==> src/rtl/uart_frame_loader.sv <==
// uart_frame_loader
//   Parses framed host commands from the UART byte stream and drives operand
//   memory writes and the compute start pulse.
//   Frame: 0xA5, CMD, LEN, LEN payload bytes, CHK  (CHK = CMD+LEN+payload mod 256)
//   CMD 0x01 -> load memory A, 0x02 -> load memory B (1 <= LEN <= DEPTH),
//   CMD 0x03 -> compute start (LEN must be 0).
// Ports:
//   clk, reset        : clock, asynchronous active-high reset
//   rx_data/valid     : received byte and its one-cycle strobe
//   rx_error          : one-cycle UART framing error strobe
//   mem_we/sel/addr/wdata : registered operand memory write port
//   start             : one-cycle compute start pulse
//   frame_done/err    : one-cycle frame accepted / aborted pulses
//   err_code          : code of most recent abort (1 rx err, 2 cmd, 3 len, 4 chk, 5 timeout)
//   busy              : high whenever a frame is in progress
module uart_frame_loader #(
    parameter int ADDR_WIDTH     = 4,
    parameter int TIMEOUT_CYCLES = 50_000_000
) (
    input  logic                  clk,
    input  logic                  reset,
    input  logic [7:0]            rx_data,
    input  logic                  rx_valid,
    input  logic                  rx_error,
    output logic                  mem_we,
    output logic                  mem_sel,
    output logic [ADDR_WIDTH-1:0] mem_addr,
    output logic [7:0]            mem_wdata,
    output logic                  start,
    output logic                  frame_done,
    output logic                  frame_err,
    output logic [2:0]            err_code,
    output logic                  busy
);
    localparam int DEPTH = 2 ** ADDR_WIDTH;
    localparam int TW    = $clog2(TIMEOUT_CYCLES + 1);

    typedef enum logic [2:0] {S_IDLE, S_CMD, S_LEN, S_PAYLOAD, S_CHK} state_t;

    state_t                state, state_nx;
    logic                  cmd_start;      // current frame is a compute-start command
    logic [7:0]            cnt;            // payload bytes still expected
    logic [ADDR_WIDTH-1:0] wr_addr;
    logic [7:0]            chk_acc;
    logic [TW-1:0]         tcnt;

    logic                  accept;         // a byte that survives error arbitration
    logic                  len_ok;
    logic                  timeout;
    logic                  abort;
    logic [2:0]            abort_code;
    logic                  we_nx, done_nx, start_nx;

    assign accept  = rx_valid && !rx_error;
    assign len_ok  = cmd_start ? (rx_data == 8'd0)
                               : (rx_data != 8'd0) && ({1'b0, rx_data} <= 9'(DEPTH));
    // tcnt holds the number of silent cycles already elapsed; this cycle is the last allowed
    assign timeout = (state != S_IDLE) && (tcnt == TW'(TIMEOUT_CYCLES - 1));
    assign busy    = (state != S_IDLE);

    // State register
    always_ff @(posedge clk or posedge reset) begin
        if (reset) state <= S_IDLE;
        else       state <= state_nx;
    end

    // Next-state logic; priority is rx_error, then a valid byte, then timeout
    always_comb begin
        state_nx   = state;
        abort      = 1'b0;
        abort_code = 3'd0;
        if (state != S_IDLE && rx_error) begin
            abort      = 1'b1;
            abort_code = 3'd1;
        end else if (rx_valid) begin
            unique case (state)
                S_IDLE:    if (rx_data == 8'hA5) state_nx = S_CMD;
                S_CMD: begin
                    if (rx_data == 8'h01 || rx_data == 8'h02 || rx_data == 8'h03)
                        state_nx = S_LEN;
                    else begin
                        abort      = 1'b1;
                        abort_code = 3'd2;
                    end
                end
                S_LEN: begin
                    if (!len_ok) begin
                        abort      = 1'b1;
                        abort_code = 3'd3;
                    end else if (rx_data == 8'd0) state_nx = S_CHK;
                    else                          state_nx = S_PAYLOAD;
                end
                S_PAYLOAD: if (cnt == 8'd1) state_nx = S_CHK;
                S_CHK: begin
                    state_nx = S_IDLE;
                    if (rx_data != chk_acc) begin
                        abort      = 1'b1;
                        abort_code = 3'd4;
                    end
                end
                default:   state_nx = S_IDLE;
            endcase
        end else if (timeout) begin
            abort      = 1'b1;
            abort_code = 3'd5;
        end
        if (abort) state_nx = S_IDLE;
    end

    // Output decode (registered below so pulses land in the cycle after the byte)
    always_comb begin
        we_nx    = accept && (state == S_PAYLOAD);
        done_nx  = accept && (state == S_CHK) && (rx_data == chk_acc);
        start_nx = done_nx && cmd_start;
    end

    // Datapath and registered outputs
    always_ff @(posedge clk or posedge reset) begin
        if (reset) begin
            mem_we     <= 1'b0;
            mem_sel    <= 1'b0;
            mem_addr   <= '0;
            mem_wdata  <= 8'd0;
            start      <= 1'b0;
            frame_done <= 1'b0;
            frame_err  <= 1'b0;
            err_code   <= 3'd0;
            cmd_start  <= 1'b0;
            cnt        <= 8'd0;
            wr_addr    <= '0;
            chk_acc    <= 8'd0;
            tcnt       <= '0;
        end else begin
            mem_we     <= we_nx;
            mem_addr   <= we_nx ? wr_addr : '0;
            mem_wdata  <= we_nx ? rx_data : 8'd0;
            start      <= start_nx;
            frame_done <= done_nx;
            frame_err  <= abort;
            if (abort) err_code <= abort_code;

            if (state == S_IDLE || rx_valid) tcnt <= '0;
            else                             tcnt <= tcnt + 1'b1;

            if (accept) begin
                unique case (state)
                    S_IDLE: if (rx_data == 8'hA5) chk_acc <= 8'd0;
                    S_CMD: begin
                        chk_acc   <= chk_acc + rx_data;
                        cmd_start <= (rx_data == 8'h03);
                        if (rx_data == 8'h01 || rx_data == 8'h02) mem_sel <= rx_data[1];
                    end
                    S_LEN: begin
                        chk_acc <= chk_acc + rx_data;
                        cnt     <= rx_data;
                        wr_addr <= '0;
                    end
                    S_PAYLOAD: begin
                        chk_acc <= chk_acc + rx_data;
                        cnt     <= cnt - 8'd1;
                        wr_addr <= wr_addr + 1'b1;
                    end
                    default: ;
                endcase
            end
        end
    end
endmodule

==> config.mk <==
export PLATFORM = sky130hd
export DESIGN_NAME = uart_frame_loader
export DESIGN_NICKNAME = d
export VERILOG_FILES = /design/src/rtl/uart_frame_loader.sv
export SDC_FILE = /design/constraint.sdc
export NUM_CORES = 1
export LEC_CHECK = 0
export ABC_AREA = 1
export CORE_MARGIN = 2
export CORE_UTILIZATION = 58
export CTS_CLUSTER_SIZE = 30
export DETAILED_ROUTE_END_ITERATION = 10
export PLACE_DENSITY = 0.89
export SETUP_SLACK_MARGIN = 0.2
export SLEW_MARGIN = 20
export SYNTH_ARGS = -nofsm -noshare
export SYNTH_HDL_FRONTEND = slang
export SYNTH_SLANG_ARGS = --single-unit
==> constraint.sdc <==
create_clock -name clk -period 2.3 [get_ports clk]
set_input_delay 0.345 -clock clk [delete_from_list [all_inputs] [get_ports clk]]
set_output_delay 0.345 -clock clk [all_outputs]
set_load 0.03 [all_outputs]
# ---- Word level (Yosys, flattened, before mapping)
# Index checks and enable logic that the tools add are counted.
dict set report op_classes {
  add_sub_neg 4
  n_lt_le_gt_ge 1
  reduce_logical 25
  n_eq_ne 18
  mux 31
}
# op n
set op_table {}
lappend op_table {{$mux W3} 12}
lappend op_table {{$pmux W8 S2} 2}
lappend op_table {{$add A26 B1 Y26 const B} 1}
lappend op_table {{$eq A26 B26 Y1 const B} 1}
lappend op_table {{$mux W26} 1}
lappend op_table {{$eq A8 B1 Y1 const B} 2}
lappend op_table {{$eq A8 B2 Y1 const B} 2}
lappend op_table {{$mux W8} 2}
lappend op_table {{$ne A3 B3 Y1 const B} 4}
lappend op_table {{$pmux W3 S4} 1}
lappend op_table {{$pmux W3 S3} 1}
lappend op_table {{$add A8 B8 Y8} 1}
lappend op_table {{$eq A8 B8 Y1} 1}
lappend op_table {{$eq A8 B8 Y1 const B} 1}
lappend op_table {{$le A8 B5 Y1 const B} 1}
lappend op_table {{$logic_and A1 B1 Y1} 8}
lappend op_table {{$logic_not A8 Y1} 1}
lappend op_table {{$ne A8 B8 Y1} 1}
lappend op_table {{$pmux W4 S2} 1}
lappend op_table {{$reduce_bool A8 Y1} 1}
lappend op_table {{$sub A8 B1 Y8 const B} 1}
lappend op_table {{$mux W1} 7}
lappend op_table {{$eq A3 B2 Y1 const B} 2}
lappend op_table {{$reduce_and A3 Y1} 2}
lappend op_table {{15 further kinds} 22}
dict set report totals {
  regBits 70
  in_bits 12
  output_inout_bits 21
  word_cells 93
}

# ---- Depth between registers and ports, before layout
dict set report depth {
  depth_word 9
  depth_mapped 12
  mapped_depth_nobuf 12
}

# ---- Least setup slack after synthesis
# OpenSTA, ideal clock, no wires.
dict set report synth_timing {
  path_kind {input port to flip-flop}
  from {input rx_data[0]}
  to {register chk_acc[6]}
  required_ns 2.217
  slack_ns 0.738
  arrival_time_ns 1.480
  path_stages 12
  n_path_buf 0
  setup_ns 0.083
  cell_sequence {ha_1 > inv_1 > fa_1 > inv_1 > nand3_1 > nand2_1 > nand2_1 > nand2_1 > a21oi_1 > nand2_1 > nand2_1 > o21ai_0}
}
dict set report synth_via {
  elab_chain_cells 3
  elab_cells_between_ends 5
  classes_between {add/sub (1); eq/ne (2); mux (1); reduce/logical (1)}
}
# element line_no
set synth_rtl {}
lappend synth_rtl {{start: declaration} 22} ;# input logic [7:0] rx_data,
lappend synth_rtl {{branches (longest 3 deep; another with $add A8 B8 Y8)} -}
lappend synth_rtl {{end signal: assignment} 149} ;# chk_acc <= chk_acc + rx_data;
lappend synth_rtl {{end signal: assignment} 154} ;# chk_acc <= chk_acc + rx_data;
lappend synth_rtl {{end signal: assignment} 159} ;# chk_acc <= chk_acc + rx_data;
lappend synth_rtl {{end: declaration} 44} ;# logic [7:0] chk_acc;
# Several ways; the timed one is not identified.
# A chain may end at the register's enable or synchronous reset.

# ---- Worst setup path in the final report
dict set report layout_timing {
  from {register state[0]}
  to {output busy}
}
dict set report layout_via {
  elab_chain_cells 1
}
# element line_no
set layout_rtl {}
lappend layout_rtl {{start: declaration} 40} ;# state_t state, state_nx;
lappend layout_rtl {{start signal: assignment} 64} ;# else state <= state_nx;
lappend layout_rtl {{$reduce_bool A3 Y1} 59} ;# assign busy = (state != S_IDLE);
lappend layout_rtl {{end: declaration} 33} ;# output logic busy
# Every way passes these cells.

==> flow_summary_export.csv <==
group,metric,value,unit
status,outcome,"finished, final reports clean",
layout,final_nets,563,
setup_path,cp-end-kind,"primary output",
run,drv_cap,0,
global_routing,grt.overflow.total,0,
power_and_ir_drop,irDropWorstVdd,0.000510,V
layout,fin_area,4590,sq um
power_and_ir_drop,cellPowerDensity,889,nW/um^2
yosys,synth_cell_types,37,
setup_path,worst_ep_required_time,1960,ps
sta,drv_slew,0,
place,placedCellCount,605,
yosys,async_flop_share,100,%
die,fp.coreArea,6420,sq um
die,dieHeight,86.0,um
place,place_area,4370,sq um
clock_network,clk_latency,350,ps
route,route.detailed.drc,0,
die,start_util,60.7,%
yosys,synth_seq_cells,70,
sta,setup_viol,0,
sta,final.setup_skew,6.87,ps
setup_path,r2r-end,"state[2]",
min_path,min_path_type,"input port to async pin",
die,rows,29,
clock_network,path_clk_slew,70,ps
clock_network,numCtsBuffers,9,
setup_path,crit_fanout,6,
setup_path,timing.rr.start,"chk_acc[2]",
clock_network,cts_max_path_buffers,2,
yosys,syn_inst,491,
layout,stdcell_count,621,
route,wl_per_cell,14.0,um
sta,max_freq,0.518,GHz
yosys,synth_edf_count,0,
sta,hold_viol_final,0,
setup_path,worst-r2r-cell-count,10,
yosys,synth_top_area_share,44.9,%
layout,area_delta_synth_final,17.6,%
route,antenna_left,0,
setup_path,startpoint_type,"flop",
global_routing,grt_pass1_wl,15.0,mm
clock_network,post_cts_buffers,0,
sta,slew_headroom,73.6,%
sta,fin_crit_sh,83.9,%
power_and_ir_drop,power,4.08,mW
yosys,ys.flop_type,"dfrtp_1",
clock_network,cts_tree,"built",
layout,final_common_cell,"nand2_1",
die,io_pins,33,
route,via_per_inst,5.50,
yosys,syn_area,3900,sq um
clock_network,cts_sinks,70,
yosys,ys_seq_area_share,44.9,%
clock_network,hold_buffers,0,
layout,drive_gt1_share,13.8,%
setup_path,rrSetupSlack,510,ps
global_routing,grt_pass1_vias,3429,
die,die_area,7400,sq um
yosys,synth_area_leader_cell,"dfrtp_1",
route,dr.pass1.iters,5,
place,hpwlAfterDp,6.18,mm
setup_path,crit_type,"flop to primary output",
setup_path,crit_arrival,1580,ps
layout,fillers,485,
global_routing,grt_start_max_net_pins,71,
die,die_width,86.0,um
yosys,synth_area_leaders,"dfrtp_1, nand2_1, inv_1",
sta,rsz0062_at_grt,"no",
yosys,syn_avg_cell_area,7.95,sq um
power_and_ir_drop,p_leak,2.17,nW
yosys,synth_warnings,0,
clock_network,cts_htree_levels,3,
route,drtIter0Drc,236,
layout,insertedDiodeCount,0,
yosys,synthesis.nets,515,
global_routing,grtUsageTotal,25.9,%
place,port_buffers,32,
clock_network,root_buffer,"clkbuf_8",
route,num_vias,3416,
sta,setup_tns,0,ps
global_routing,antenna_found_initial,0,
layout,final_cell_mix,"nand2_1, dfrtp_1, inv_1",
sta,tightest_slew,396,ps
sta,hold_slack,439,ps
sta,min_period,1930,ps
place,place.gp.congestion,0.911,
route,drt-total-wl,8.71,mm
## per-layer routing
metal	global-route usage [%]	part of all wire (%)
met1	33.5	45
met3	4.52	5.8
met4	12.4	2.9
met5	0	0
met2	42.2	46
## worst max-delay path by stage
stage	start	to	slack, ps	cells past startpoint
finish	state[0]	busy	370	3
CTS	state[0]	busy	390	3
detailed placement	rx_data[0]	chk_acc[6]	100	13
global placement	rx_data[0]	chk_acc[6]	140	13
floorplan	rx_data[0]	chk_acc[6]	740	12
global route	rx_data[0]	chk_acc[6]	200	13
## logic make-up after synthesis
family / count (synthesis) / synth area share (%)
AO/OA/AOI/OAI: 86 / 12.2
XOR/XNOR: 5 / 1.12
adder cells (fa/ha/maj): 12 / 4.04
buffers and inverters: 80 / 8.05
flip-flops: 70 / 44.9
AND/OR/NAND/NOR: 238 / 29.7
## sequential cells by signal, summed over array words and instances, names as in the netlist
| register | count |
|---|---|
| err_code | 3 |
| cnt | 8 |
| mem_wdata | 8 |
| tcnt | 26 |
| mem_we | 1 |
| mem_sel | 1 |
| start | 1 |
| cmd_start | 1 |
| chk_acc | 8 |
| wr_addr | 4 |
| frame_done | 1 |
| frame_err | 1 |
| mem_addr | 4 |
| state | 3 |
## metrics by stage
| stage | setup WS (ps) | utilization, % |
|---|---|---|
| final | 371 | 71.4 |
| after global routing | 200 | 71.4 |
| after CTS | 386 | 71.4 |
| after detailed placement | 103 | 68.1 |
| after global placement | 137 | 68.1 |
| after floorplan | 738 | - |
## Yosys cell counts, types with 3 or more instances
library cell   n
inv_1         67
dfrtp_1       70
o22ai_1        5
nand2_1       95
inv_2          9
nor2_1        63
nor2_2         7
nor2_4         9
a21oi_1       35
nor3_2         3
a21oi_2        3
nor4_1         3
nor3_1        11
nand3_1       20
nand2_2       10
xor2_1         3
nand4_1        8
ha_1          11
nand3_2        3
o21ai_0       33
## report_power, final
part	internal, mW	leakage, nW	switching, mW
combinational	0.476	1.13	0.898
clock	0.638	0.110	0.456
sequential	1.45	0.924	0.161
## area by class of cell
type | instances | area, sq um | share of cell area [%]
timing repair buffer | 41 | 399 | 8.70
multi-input combinational | 341 | 1840 | 40.0
sequential | 70 | 1750 | 38.2
clock inverter | 4 | 70.1 | 1.53
inverter | 76 | 289 | 6.30
clock buffer | 12 | 145 | 3.16
tap | 77 | 96.3 | 2.10
## worst max-delay path: stages (launching register included)
cell and delay [ps]:
dfrtp_1 480, nor2_2 260, nand2_4 120, dlygate4sd2_1 380
## timing repair
item,in CTS,in global routing
hold endpoints to repair,0,0
resized for setup,1,0
setup endpoints to repair,1,0
Power figures use the tool's default switching activity.
